===== config.mk =====
export PLATFORM = sky130hd
export DESIGN_NAME = tx_lmfc_gen_flat
export DESIGN_NICKNAME = d
export VERILOG_FILES = /design/src/rtl/tx_lmfc_gen_if.sv /design/src/rtl/tx_lmfc_gen.sv /design/src/flat_wrapper.sv
export SDC_FILE = /design/constraint.sdc
export NUM_CORES = 1
export LEC_CHECK = 0
export BUFFER_PORTS_ARGS = -buffer_cell sky130_fd_sc_hd__buf_2
export CORE_MARGIN = 4
export CORE_UTILIZATION = 53
export CTS_CLUSTER_DIAMETER = 80
export DETAILED_ROUTE_END_ITERATION = 7
export PLACE_DENSITY = 0.79
export SLEW_MARGIN = 10
export SYNTH_ARGS = -nofsm -noshare
export SYNTH_HDL_FRONTEND = slang
export SYNTH_SLANG_ARGS = --single-unit

===== constraint.sdc =====
create_clock -name clk -period 2.1 [get_ports clk]
set_clock_uncertainty 0.05 [all_clocks]
set_input_delay 0.21 -clock clk [delete_from_list [all_inputs] [get_ports clk]]
set_output_delay 0.21 -clock clk [all_outputs]
set_load 0.01 [all_outputs]

===== src/rtl/tx_lmfc_gen_if.sv =====
// Configuration, SYSREF and strobe/counter bundle between the JESD204B TX link
// layer control and the LMFC generator.
interface tx_lmfc_gen_if;
  logic [7:0] i_F;
  logic [4:0] i_K;
  logic       i_sysref;
  logic       i_sysref_mode;
  logic       i_sysref_rearm;
  logic       o_frame_clk;
  logic       o_lmfc_clk;
  logic [7:0] o_octet_cnt;
  logic [4:0] o_frame_cnt;
  logic       o_lmfc_aligned;
  logic       o_sysref_misalign;

  modport master (
    output i_F, i_K, i_sysref, i_sysref_mode, i_sysref_rearm,
    input  o_frame_clk, o_lmfc_clk, o_octet_cnt, o_frame_cnt,
           o_lmfc_aligned, o_sysref_misalign
  );

  modport slave (
    input  i_F, i_K, i_sysref, i_sysref_mode, i_sysref_rearm,
    output o_frame_clk, o_lmfc_clk, o_octet_cnt, o_frame_cnt,
           o_lmfc_aligned, o_sysref_misalign
  );
endinterface


===== src/rtl/tx_lmfc_gen.sv =====
// Frame/LMFC strobe and octet/frame position generator for the JESD204B TX link
// layer, phase-locked to SYSREF (subclass 1) with misalignment detection.
module tx_lmfc_gen #(
  parameter int unsigned SYSREF_DELAY = 0
) (
  input logic         clk,
  input logic         rst_n,
  tx_lmfc_gen_if.slave bus
);

  localparam logic [3:0] DELAY_INIT = 4'(SYSREF_DELAY);

  logic [7:0] octet_q, octet_d;
  logic [4:0] frame_q, frame_d;
  logic       frame_clk_q, frame_clk_d;
  logic       lmfc_clk_q, lmfc_clk_d;
  logic       aligned_q, aligned_d;
  logic       misalign_q, misalign_d;
  logic       sysref_prev_q, sysref_prev_d;
  logic       armed_q, armed_d;
  logic       pending_q, pending_d;
  logic [3:0] delay_q, delay_d;

  logic       oct_wrap, frm_wrap, nat_lmfc, rise, accept, force_now;
  logic [7:0] nat_octet;
  logic [4:0] nat_frame;

  always_comb begin
    // >= rather than == so a live decrease of F or K wraps on the next edge.
    oct_wrap  = (octet_q >= bus.i_F);
    frm_wrap  = (frame_q >= bus.i_K);
    nat_octet = oct_wrap ? 8'd0 : octet_q + 8'd1;
    nat_frame = oct_wrap ? (frm_wrap ? 5'd0 : frame_q + 5'd1) : frame_q;
    nat_lmfc  = oct_wrap && frm_wrap;

    rise      = bus.i_sysref && !sysref_prev_q;
    // Rearm on the same edge as a rise counts as armed for that rise.
    accept    = rise && !pending_q &&
                (bus.i_sysref_mode || armed_q || bus.i_sysref_rearm);
    force_now = pending_q && (delay_q == 4'd0);

    octet_d       = nat_octet;
    frame_d       = nat_frame;
    frame_clk_d   = oct_wrap;
    lmfc_clk_d    = nat_lmfc;
    aligned_d     = aligned_q;
    misalign_d    = misalign_q;
    sysref_prev_d = bus.i_sysref;
    armed_d       = armed_q;
    pending_d     = pending_q;
    delay_d       = delay_q;

    if (bus.i_sysref_rearm) begin
      armed_d    = 1'b1;
      misalign_d = 1'b0;
    end

    if (pending_q && (delay_q != 4'd0)) begin
      delay_d = delay_q - 4'd1;
    end

    // A force that lands on the natural boundary leaves the phase untouched.
    if (force_now) begin
      octet_d     = 8'd0;
      frame_d     = 5'd0;
      frame_clk_d = 1'b1;
      lmfc_clk_d  = 1'b1;
      pending_d   = 1'b0;
      aligned_d   = 1'b1;
      if (aligned_q && !nat_lmfc) begin
        misalign_d = 1'b1;
      end
    end

    if (accept) begin
      pending_d = 1'b1;
      delay_d   = DELAY_INIT;
      armed_d   = 1'b0;
    end
  end

  always_ff @(posedge clk or negedge rst_n) begin
    if (!rst_n) begin
      octet_q       <= 8'd0;
      frame_q       <= 5'd0;
      frame_clk_q   <= 1'b0;
      lmfc_clk_q    <= 1'b0;
      aligned_q     <= 1'b0;
      misalign_q    <= 1'b0;
      sysref_prev_q <= 1'b0;
      armed_q       <= 1'b1;
      pending_q     <= 1'b0;
      delay_q       <= 4'd0;
    end else begin
      octet_q       <= octet_d;
      frame_q       <= frame_d;
      frame_clk_q   <= frame_clk_d;
      lmfc_clk_q    <= lmfc_clk_d;
      aligned_q     <= aligned_d;
      misalign_q    <= misalign_d;
      sysref_prev_q <= sysref_prev_d;
      armed_q       <= armed_d;
      pending_q     <= pending_d;
      delay_q       <= delay_d;
    end
  end

  assign bus.o_octet_cnt       = octet_q;
  assign bus.o_frame_cnt       = frame_q;
  assign bus.o_frame_clk       = frame_clk_q;
  assign bus.o_lmfc_clk        = lmfc_clk_q;
  assign bus.o_lmfc_aligned    = aligned_q;
  assign bus.o_sysref_misalign = misalign_q;

endmodule

===== src/flat_wrapper.sv =====
// flat-port wrapper written by rule: the top's interface ports become plain ports
module tx_lmfc_gen_flat 
#(
  parameter int unsigned SYSREF_DELAY = 0
)
  (clk, rst_n, bus_i_F, bus_i_K, bus_i_sysref, bus_i_sysref_mode, bus_i_sysref_rearm, bus_o_frame_clk, bus_o_lmfc_clk, bus_o_octet_cnt, bus_o_frame_cnt, bus_o_lmfc_aligned, bus_o_sysref_misalign);
  tx_lmfc_gen_if bus_i ();
  input logic clk;
  input logic rst_n;
  input wire logic [$bits(bus_i.i_F)-1:0] bus_i_F;
  input wire logic [$bits(bus_i.i_K)-1:0] bus_i_K;
  input wire logic [$bits(bus_i.i_sysref)-1:0] bus_i_sysref;
  input wire logic [$bits(bus_i.i_sysref_mode)-1:0] bus_i_sysref_mode;
  input wire logic [$bits(bus_i.i_sysref_rearm)-1:0] bus_i_sysref_rearm;
  output wire logic [$bits(bus_i.o_frame_clk)-1:0] bus_o_frame_clk;
  output wire logic [$bits(bus_i.o_lmfc_clk)-1:0] bus_o_lmfc_clk;
  output wire logic [$bits(bus_i.o_octet_cnt)-1:0] bus_o_octet_cnt;
  output wire logic [$bits(bus_i.o_frame_cnt)-1:0] bus_o_frame_cnt;
  output wire logic [$bits(bus_i.o_lmfc_aligned)-1:0] bus_o_lmfc_aligned;
  output wire logic [$bits(bus_i.o_sysref_misalign)-1:0] bus_o_sysref_misalign;
  assign bus_i.i_F = bus_i_F;
  assign bus_i.i_K = bus_i_K;
  assign bus_i.i_sysref = bus_i_sysref;
  assign bus_i.i_sysref_mode = bus_i_sysref_mode;
  assign bus_i.i_sysref_rearm = bus_i_sysref_rearm;
  assign bus_o_frame_clk = bus_i.o_frame_clk;
  assign bus_o_lmfc_clk = bus_i.o_lmfc_clk;
  assign bus_o_octet_cnt = bus_i.o_octet_cnt;
  assign bus_o_frame_cnt = bus_i.o_frame_cnt;
  assign bus_o_lmfc_aligned = bus_i.o_lmfc_aligned;
  assign bus_o_sysref_misalign = bus_i.o_sysref_misalign;
  tx_lmfc_gen #(.SYSREF_DELAY(SYSREF_DELAY)) u_core (.clk(clk), .rst_n(rst_n), .bus(bus_i));
endmodule

==> results, run 1 <==
- The worst setup path is launched from a register.
- The peak supply drop is 0.841 mV.
- The number of clock buffers added by TritonCTS is 3.
- For this run, the leading register cell type out of synthesis is dfrtp_1.
- The number of pins with negative max-slew slack in the final report was 0.
- The pin count of the biggest net entering global routing is 25.
- The final weighted congestion in routability-driven placement is 0.763.
- The total count of hold-check failures in the final report is 0.
- Power spread over the standard cell area amounts to 1200 nW/µm².
- The proportion of netlist area held by the largest area contributor is 0.396.
- For the worst setup path, the data arrival time is 2.19 ns.
- For this run, the post-layout net count is 219.
- The flow ran to the end, and the final reports show no timing, DRC or antenna violations.
- Once detailed placement completed, the half-perimeter wirelength came to 2300 µm.
- The number of synthesis warnings is 0.
- The number of enable-type register cells in the synthesized netlist is 0.
- The floorplan step defined a die boundary enclosing 3650 µm².
- The overall via count from detail_route is 1169.
- The die is 60.4 µm wide.
- The clock latency of the later-clocked register in the worst-skew pair is 0.31 ns.
- The slew at the pin closest to its max-slew limit is 0.525 ns.
- Headroom to the max-slew limit came out at 0.650.
- For this design the top-level I/O count stands at 35.
- The global-route wire length before repair is 4720 µm.
- The total iterations of the first detailed-routing run is 4.
- Setup repair after global routing left no endpoint under its margin.
- The height of the die is 60.4 µm.
- The number of antenna violations at the first check in global routing was 0.
- In this run, distinct cell masters in the synthesized netlist total 39.
- The utilization of the core after routing is 0.691.
- The floorplan row count is 18.
- The total track usage is 0.170.
- The min-delay analysis places its worst path in the category in2reg.
- Adding up every negative setup slack in the final design gives 0 ns.
- The via count normalized by instance count is 5.46.
- Clock tree synthesis found a total of 24 sinks.
- The cell type contributing the most total cell area after synthesis is dfrtp_1.
- In this run the cell area of the synthesized design comes to 1450 µm².
- The buffer depth of the longest clock path is 2.
- Yosys attributes the largest share of cell area to dfrtp_1, ha_1, inv_1.
- The setup slack after placement is 0.0675 ns.
- The nature of the critical path endpoint is a register.
- Summed over all layers, the routed wires come to 2910 µm.
- The number of buffers inserted by post-CTS setup repair is 0.
- The sequential share of the synthesized area is 0.414.
- The number of antenna repair diodes is 0.
- The floorplan core area is 2540 µm².
- Setup violations remaining at the end of the flow were counted as 0.
- The number of synthesized register bits is 24.
- The fraction of final layout cells with drive strength greater than 1 is 0.321.
- A synthesized cell averages 10.2 µm².
- Of all nets on the critical path, the largest fanout is 7.
- The gate count after technology mapping is 142.
- Once routing completed, OpenROAD measured the worst setup slack at 0.122 ns.
- The clock slew at the register clock pins of the worst setup and hold paths is 0.13 ns.
- Of the available clock period, the critical path in the final layout requires 0.942.
- The async set-or-reset flop fraction in the synthesized netlist is 1.00.
- The via count of the first global-routing pass was 1151.
- The total congestion overflow after global routing is 0.
- The detail route stage leaves a number of antenna-violating nets equal to 0.
- The initial utilization of the core area, before any placement, comes to 0.571.
- In this run the tool buffered the top-level ports with 34 buffer cells.
- The shortest period the worst path allows is 1.98 ns.
- The synthesized netlist net count is 176.
- Compared with the post-synthesis result, the final layout area differs by 21.0%.
- TritonCTS built the clock tree.
- The number of filler instances in the final layout is 211.
- The first routing iteration left 28 violations.
- The average wire length per cell after detail routing is 13.6 µm.
- CTS built an H-tree with a depth of 1.
- The clock tree root driver cell is clkbuf_4.
- Derived from the worst setup path, the maximum achievable clock frequency is 505 MHz.
- After detailed routing, the number of remaining DRC violations is 0.
- The kind of critical path is reg2reg.
- The number of maximum-capacitance violations is 0.
- The analysis attributes to cell leakage a power of 0.000943 µW.
- At the worst endpoint, the required time is 2.31 ns.
synthesized netlist by cell type, types with 2 or more instances:
cell type,count
dfrtp_1,23
inv_1,18
ha_1,16
nand3_1,13
nand2_1,9
nor2_1,8
xor2_1,7
nor3_2,5
a21oi_1,3
nand2b_1,3
nor3_1,3
o21ai_0,3
a21o_1,2
a31oi_1,2
and3_1,2
nor2b_1,2
kinds of logic (layout without fill, tap and decap cells):
family | after synthesis | count (layout) | share of synthesized area
simple gates | 52 | 52 | 0.203
flops | 24 | 24 | 0.414
compound gates | 22 | 22 | 0.142
buf+inv | 20 | 62 | 0.0551
fa+ha+maj | 16 | 16 | 0.138
xor+xnor | 8 | 8 | 0.0482
metal layers:
| layer | wire [µm] | track usage | up-vias | part of all wire |
|---|---|---|---|---|
| met4 | 13 | 0.0380 | 0 | 0.0045 |
| li1 | - | - | 575 | - |
| met5 | 0 | 0 | - | 0 |
| met3 | 190 | 0.0277 | 2 | 0.065 |
| met2 | 1480 | 0.326 | 33 | 0.51 |
| met1 | 1220 | 0.198 | 559 | 0.42 |
stage by stage:
| stage | cells | total power (µW) | hold WS [ns] | area, µm² |
|---|---|---|---|---|
| 2_1_floorplan | 142 | 1470 | -0.136 | 1450 |
| 4_1_cts | 214 | 2130 | 0.0631 | 1750 |
| 3_5_place_dp | 208 | 1800 | 0.167 | 1680 |
| 5_1_grt | 214 | 2290 | 0.0524 | 1760 |
| 3_3_place_gp | 208 | 1730 | 0.161 | 1680 |
| 6_report | 214 | 2120 | 0.0693 | 1760 |
state kept, by name, summed over array words and instances, names as in the netlist:
signal                        flops
u_core.pending_q                  1
u_core.bus.o_lmfc_clk             1
u_core.sysref_prev_q              1
u_core.delay_q                    4
u_core.bus.o_lmfc_aligned         1
u_core.armed_q                    1
u_core.bus.o_frame_clk            1
u_core.bus.o_frame_cnt            5
u_core.bus.o_sysref_misalign      1
u_core.bus.o_octet_cnt            8
worst max-delay path: stages, from the launching register on:
cell,delay [ns]
dfrtp_1,0.45
ha_1,0.36
a21o_1,0.20
a221oi_2,0.35
o21a_4,0.23
or2_1,0.13
a32o_2,0.16
layout by cell type, fill, tap and decap left out, drive strengths merged, types with 2 or more instances in the layout:
cell type and n:
buf 38, and3 3, nand3 13, a21o 2, a31oi 4, clkbuf 3, dfrtp 23, and2 2
nor2 8, dlygate4sd3 2, nor3b 2, ha 16, nor3 8, inv 18, nand2 9, nor2b 2
o21ai 4, xor2 7, a21oi 3, nand2b 3
what timing repair did:
item,CTS,global route
endpoints found under the setup margin,0,5
resized for setup,0,1
hold buffers,2,0
endpoints found under the hold margin,24,0
report_power, final:
group	internal [µW]	switching [µW]
registers	630	152
clock network	193	137
logic	452	552
total	1280	841
worst paths after layout:
check	from	endpoint	slack, ns	cells after the start
setup / recovery	u_core.bus.o_octet_cnt[5]$_DFF_PN0_	u_core.bus.o_sysref_misalign$_DFF_PN0_	0.12	6
hold / removal	bus_i_sysref_rearm	u_core.armed_q$_DFFE_PN1P_	0.07	3
setup reg to reg	u_core.bus.o_octet_cnt[5]$_DFF_PN0_	u_core.bus.o_sysref_misalign$_DFF_PN0_	0.12	6
hold reg to reg	u_core.bus.o_sysref_misalign$_DFF_PN0_	u_core.bus.o_sysref_misalign$_DFF_PN0_	0.46	1
max in group asynchronous	rst_n	u_core.armed_q$_DFFE_PN1P_	1.30	2
min in group asynchronous	rst_n	u_core.bus.o_lmfc_aligned$_DFFE_PN0P_	0.34	2
cell type report:
type	count	area (µm²)	share of cell area
clock buffer	3	22.5	0.0128
clock inverter	1	30.0	0.0171
inverter	18	67.6	0.0384
multi-input combinational	98	779	0.443
sequential	24	602	0.342
tap	30	37.5	0.0213
timing repair buffer	40	220	0.125
(Power assumes the default switching activity.)
==> inputs of run 2 (changes only) <==
clock period = 2.14 ns   (was 2.1 ns; I/O delays follow)
==> results, run 2 (synthesized netlist as in run 1, its figures left out) <==
- In the layout the commonest cells are buf_2, dfrtp_1, inv_1.
- The pin count of the biggest net entering global routing is 25 (unchanged).
- The number of pins with negative max-slew slack in the final report is 0 (unchanged).
- The final critical-path setup slack was 0.107 ns (-0.0144 ns).
- The switching share of power came to 0.406 (+0.00829).
- The highest clock rate came to 492 MHz (-2.7%).
- The post-synthesis to final-layout area growth is 20.4%.
- The part of the total power dissipated in sequential elements is 0.386 (+0.016).
- The total wire length after detailed routing came to 3020 µm (+4.1%).
- The buffer depth of the longest clock path came to 2 (unchanged).
- The worst setup path is launched from a register.
- The clock slew at the register clock pins of the worst setup and hold paths is 0.13 ns (about the same).
- The total power per unit cell area is 1190 nW/µm² (-1.4%).
- The worst reg-to-reg setup slack is 0.11 ns (about the same).
- The fraction of final layout cells with drive strength greater than 1 is 0.311 (-0.00954).
- The average wire length per cell after detail routing is 14.4 µm (+6.1%).
- The height of the die is 60.4 µm (unchanged).
- The total congestion overflow after global routing was 0 (unchanged).
- The cell area after placement is 1650 µm² (-1.8%).
- The flow ran to the end, and the final reports show no timing, DRC or antenna violations.
- The number of H-tree branching levels is 1 (unchanged).
- The total track usage is 0.190 (+0.0194).
- The stage delay of the slowest cell on the critical path is 0.43 ns (-0.02 ns).
- The floorplan core area is 2540 µm² (unchanged).
- The number of antenna violations at the first check in global routing is 0 (unchanged).
- The remaining max-slew budget at the tightest pin is 0.648 (-0.00186).
- The net count reported at finish is 215 (-1.8%).
- The count of final setup violators came to 0 (unchanged).
- The standby leakage power is 0.000924 µW (-2.1%).
- The maximum fanout count along the critical path came to 7 (unchanged).
- The cell area after layout is 1750 µm² (-0.50%).
- The clock latency of the later-clocked register in the worst-skew pair is 0.32 ns (about the same).
- The worst min-delay path class is in2reg.
- The share of power burned in the clock network is 0.158 (+0.002).
- The overall die area came to 3650 µm² (unchanged).
- The DRC violation total after the first TritonRoute iteration is 34 (+21%).
- The via count of the first global-routing pass is 1147 (-0.35%).
- The combinational fraction of design power came to 0.456 (-0.019).
- The shortest period the worst path allows came to 2.03 ns (+0.0544 ns).
- The number of design rule violations left after detail routing is 0 (unchanged).
- The total iterations of the first detailed-routing run was 4 (unchanged).
- The utilization of the core after routing is 0.688 (-0.00344).
- The setup slack after placement was 0.0546 ns (-0.0130 ns).
- The switching power is 842 µW (+0.17%).
- The peak supply drop is 0.843 mV (+0.24%).
- The required time at the worst-slack endpoint is 2.31 ns (about the same).
- The library cell used most frequently in the layout, excluding fill and tap cells, is buf_2.
- The slowest cell on the critical path is dfrtp_1.
- The part of the cycle the worst path needs is 0.950 (+0.00782).
- The nature of the critical path endpoint is a register.
- The number of antenna repair diodes is 0 (unchanged).
- The number of buffers inserted by post-CTS setup repair came to 0 (unchanged).
- The floorplan row count is 18 (unchanged).
- The tree is rooted in a clkbuf_4.
- The data arrival time of the critical path is 2.21 ns (+0.02 ns).
- The die outline width was 60.4 µm (unchanged).
- The kind of critical path is reg2reg.
- The half-perimeter wire length of the detailed placement result is 2230 µm (-3.0%).
- The residual antenna-violating net count after detailed routing is 0 (unchanged).
- The slew at the pin closest to its max-slew limit was 0.528 ns (+0.00279 ns).
- The initial cell density of the core was 0.571 (unchanged).
- The number of port buffers is 34 (unchanged).
- Walking the worst path, the cells encountered are ha_1 -> and2_4 -> o2111ai_4 -> o21a_4 -> or2_1 -> a32o_2.
- The total count of hold-check failures in the final report was 0 (unchanged).
- The sum of internal, switching and leakage power was 2080 µW (-1.9%).
- The global-route wire length before repair was 5120 µm (+8.5%).
- The overall via count from detail_route is 1155 (-1.2%).
- The final weighted congestion in routability-driven placement is 0.776 (+1.7%).
- The via count normalized by instance count is 5.50 (+0.68%).
- The top-level port count was 35 (unchanged).
- The total CTS buffers is 3 (unchanged).
- The total internal power is 1230 µW (-3.2%).
- The total number of clock tree sinks is 24 (unchanged).
- The number of maximum-capacitance violations was 0 (unchanged).
- The number of flip-flops in the largest register was 8 (unchanged).
- TritonCTS built the clock tree.
- The post-route setup TNS is 0 ns (unchanged).
[run 2: metrics by stage]
stage / hold WS (ns) / cells
after floorplan: -0.132 / 142
after global placement: 0.166 / 204
after detailed placement: 0.167 / 204
after CTS: 0.0612 / 210
after global routing: 0.0524 / 210
final: 0.0724 / 210
[run 2: power groups by stage]
stage	Clock (µW)	Combinational, µW	Sequential (µW)
final	328	947	801
after global routing	364	1060	831
after CTS	335	920	798
after detailed placement	0	910	806
after global placement	0	871	795
after floorplan	0	618	819
[run 2: critical path, delay by kind of cell (launching register included)]
family / cells / cell delay [ns]
AND/OR/NAND/NOR: 2 / 0.44
flip-flops: 1 / 0.43
adder cells (fa/ha/maj): 1 / 0.35
AO/OA/AOI/OAI: 3 / 0.67
[run 2: per-layer routing]
metal | GRT usage | vias up | wire length, µm
li1 | - | 562 | -
met4 | 0.0918 | 0 | 61
met1 | 0.231 | 558 | 1270
met2 | 0.326 | 29 | 1530
met5 | 0 | - | 0
met3 | 0.0319 | 6 | 169
[run 2: path summary, 6_finish.rpt]
| kind | depth (start not counted) | end | start |
|---|---|---|---|
| min | 3 | u_core.armed_q$_DFFE_PN1P_ | bus_i_sysref_rearm |
| min in group asynchronous | 2 | u_core.bus.o_lmfc_aligned$_DFFE_PN0P_ | rst_n |
| max | 6 | u_core.bus.o_sysref_misalign$_DFF_PN0_ | u_core.bus.o_octet_cnt[7]$_DFF_PN0_ |
| min reg2reg | 2 | u_core.armed_q$_DFFE_PN1P_ | u_core.armed_q$_DFFE_PN1P_ |
| max in group asynchronous | 2 | u_core.bus.o_octet_cnt[0]$_DFF_PN0_ | rst_n |
| max reg2reg | 6 | u_core.bus.o_sysref_misalign$_DFF_PN0_ | u_core.bus.o_octet_cnt[7]$_DFF_PN0_ |
[run 2: timing repair]
item	CTS	global route
endpoints found under the setup margin	0	6
hold endpoints to repair	24	0
hold buffers	2	0
resized for setup	0	5
[run 2: cell type report]
| cell class | count | area, µm² |
|---|---|---|
| clock buffers | 3 | 22.5 |
| clock inverters | 1 | 30.0 |
| fillers | 205 | 795 |
| inverters | 18 | 67.6 |
| multi-input cells | 98 | 800 |
| flip-flops and latches | 24 | 603 |
| well taps | 30 | 37.5 |
| repair buffers | 36 | 190 |
==> inputs of run 3 (changes only) <==
CAP_MARGIN = 10   (was default)
SETUP_SLACK_MARGIN = 0.2   (was default)
==> results, run 3 (synthesized netlist as in run 1, its figures left out) <==
- The run finished with clean final reports.
- The via count of the first global-routing pass is 1234 (+7.6%).
- The number of port buffers came to 34 (unchanged).
- The die outline width is 60.4 µm (unchanged).
- The post-route setup TNS is 0 ns (unchanged).
- The via count normalized by instance count is 5.54 (+0.64%).
- The buffer depth of the longest clock path was 2 (unchanged).
- The number of instances in the placed design is 204 (unchanged).
- The total wire length after detailed routing came to 3680 µm (+22%).
- The part of the cycle the worst path needs was 0.898 (-0.0517).
- The pin count of the biggest net entering global routing came to 25 (unchanged).
- The setup slack after placement is 0.0546 ns (unchanged).
- The global-route wire length before repair is 5620 µm (+9.7%).
- The overall die area is 3650 µm² (unchanged).
- The nature of the critical path endpoint is a register.
- The launch instance of the worst min-delay path is bus_i_sysref_rearm.
- The highest clock rate is 520 MHz (+5.8%).
- The stage delay of the slowest cell on the critical path is 0.45 ns (+0.02 ns).
- The required time at the worst-slack endpoint is 2.34 ns (+0.03 ns).
- The path class of the tightest hold or removal check is in2reg.
- The peak supply drop came to 0.882 mV (+4.6%).
- The height of the die is 60.4 µm (unchanged).
- The total track usage came to 0.209 (+0.0188).
- The most common library cell in the layout ignoring fill and taps is buf_2.
- TritonCTS built the clock tree.
- The total CTS buffers is 3 (unchanged).
- The overall via count from detail_route is 1262 (+9.3%).
- The clock slew at the register clock pins of the worst setup and hold paths is 0.14 ns (about the same).
- The clock latency of the later-clocked register in the worst-skew pair was 0.32 ns (about the same).
- The initial cell density of the core is 0.571 (unchanged).
- The fraction of final layout cells with drive strength greater than 1 was 0.424 (+0.113).
- The number of maximum-capacitance violations is 0 (unchanged).
- The count of final setup violators is 0 (unchanged).
- The number of antenna repair diodes was 0 (unchanged).
- The floorplan row count was 18 (unchanged).
- The timing startpoint of the critical path is u_core.bus.o_octet_cnt[2]$_DFF_PN0_.
- The number of flip-flops in the largest register came to 8 (unchanged).
- The average wire length per cell after detail routing was 16.2 µm (+12%).
- The final weighted congestion in routability-driven placement came to 0.776 (unchanged).
- The shortest period the worst path allows was 1.92 ns (-0.111 ns).
- The standby leakage power is 0.00101 µW (+9.1%).
- In this design, the largest share of critical-path delay is due to compound AO/OA/AOI/OAI gates.
- The maximum fanout count along the critical path is 5 (-2).
- The buffer and inverter count on the worst path is 1 (+1).
- The total congestion overflow after global routing was 0 (unchanged).
- The data arrival time of the critical path is 2.12 ns (-0.09 ns).
- The post-synthesis to final-layout area growth is 34.1%.
- The number of pins with negative max-slew slack in the final report was 0 (unchanged).
- Setup repair after global routing could not meet its margin everywhere.
- The root buffer cell chosen for the clock tree is clkbuf_4.
- The remaining max-slew budget at the tightest pin is 0.641 (-0.00657).
- The signal on the critical path passes through ha_4 -> a211o_1 -> a31oi_4 -> o21a_4 -> buf_4 -> nand2_1 -> a31oi_1.
- The setup path with the least slack is of type reg2reg.
- The start of the worst register-to-register path is u_core.bus.o_octet_cnt[2]$_DFF_PN0_.
- The net count reported at finish is 233 (+8.4%).
- The DRC violation total after the first TritonRoute iteration is 38 (+12%).
- The slowest cell on the critical path is dfrtp_2.
- The nature of the critical path startpoint is a register.
- The final critical-path setup slack came to 0.218 ns (+0.111 ns).
- The non-filler instance count after layout was 228 (+8.6%).
- The residual antenna-violating net count after detailed routing is 0 (unchanged).
- The number of antenna violations at the first check in global routing is 0 (unchanged).
- The total power per unit cell area is 1180 nW/µm² (-0.18%).
- The floorplan core area is 2540 µm² (unchanged).
- The worst slack on hold paths is 0.0762 ns (+0.00377 ns).
- The number of design rule violations left after detail routing was 0 (unchanged).
- The top-level port count is 35 (unchanged).
- The half-perimeter wire length of the detailed placement result is 2230 µm (unchanged).
- The library cells used most frequently in the layout, excluding fill and tap cells, are buf_2, dfrtp_1, inv_1.
- The slew at the pin closest to its max-slew limit was 0.538 ns (+0.00986 ns).
- The total iterations of the first detailed-routing run came to 4 (unchanged).
- The number of H-tree branching levels came to 1 (unchanged).
- The total number of clock tree sinks was 24 (unchanged).
- The number of filler instances in the final layout is 175 (-15%).
- The total count of hold-check failures in the final report came to 0 (unchanged).
## run 3: cell count changes in the layout (fill, tap and decap cells not counted), sizes merged
cell,delta
buf,+17
o21ai,+1
## run 3: final timing paths
check                                                        endpoint  slack [ns]  cells past startpoint
max in group asynchronous         u_core.bus.o_octet_cnt[0]$_DFF_PN0_        1.31                      2
worst max-delay path            u_core.bus.o_frame_cnt[3]$_DFFE_PN0P_        0.22                      7
worst max register to register  u_core.bus.o_frame_cnt[3]$_DFFE_PN0P_        0.22                      7
worst min register to register             u_core.armed_q$_DFFE_PN1P_        0.46                      2
worst min-delay path                       u_core.armed_q$_DFFE_PN1P_        0.08                      3
min in group asynchronous       u_core.bus.o_lmfc_aligned$_DFFE_PN0P_        0.33                      2
## run 3: final cells by class
cell class / instances / area [µm²] / share of cell area
multi-input cells: 99 / 867 / 0.445
flip-flops and latches: 24 / 607 / 0.311
well taps: 30 / 37.5 / 0.0193
clock buffers: 3 / 22.5 / 0.0116
inverters: 18 / 67.6 / 0.0347
clock inverters: 1 / 30.0 / 0.0154
repair buffers: 53 / 318 / 0.163
## run 3: per-layer routing
layer / global-route usage / wire length, µm / up-vias
li1: - / - / 604
met1: 0.246 / 1440 / 599
met2: 0.375 / 1910 / 46
met3: 0.0298 / 210 / 13
met4: 0.0918 / 121 / 0
met5: 0 / 0 / -
## run 3: timing repair
action / 4_1_cts / 5_1_grt
gates resized for setup: 8 / 7
hold buffers: 2 / 0
buffers inserted: 9 / 8
pin swaps: 2 / 10
cloned: 0 / 1
setup endpoints to repair: 10 / 8
endpoints found under the hold margin: 24 / 0
## run 3: per-stage QoR
| step | util | instance area [µm²] | total power (µW) |
|---|---|---|---|
| after CTS | 0.721 | 1840 | 2170 |
| after detailed placement | 0.648 | 1650 | 1720 |
| final | 0.766 | 1950 | 2310 |
| after global placement | 0.648 | 1650 | 1670 |
| after global routing | 0.766 | 1950 | 2480 |
| after floorplan | - | 1450 | 1440 |
## run 3: power breakdown
| group | leakage (µW) | switching, µW | total, µW | internal [µW] |
|---|---|---|---|---|
| clock network | 0.0000279 | 142 | 332 | 189 |
| logic | 0.000687 | 638 | 1210 | 568 |
| registers | 0.000294 | 147 | 770 | 623 |
| total | 0.00101 | 927 | 2310 | 1380 |
## run 3: worst register-to-register path, stage by stage (launching register included)
cell     delay, ns
dfrtp_2       0.45
ha_4          0.26
a211o_1       0.32
a31oi_4       0.22
o21a_4        0.20
buf_4         0.13
nand2_1       0.06
a31oi_1       0.17
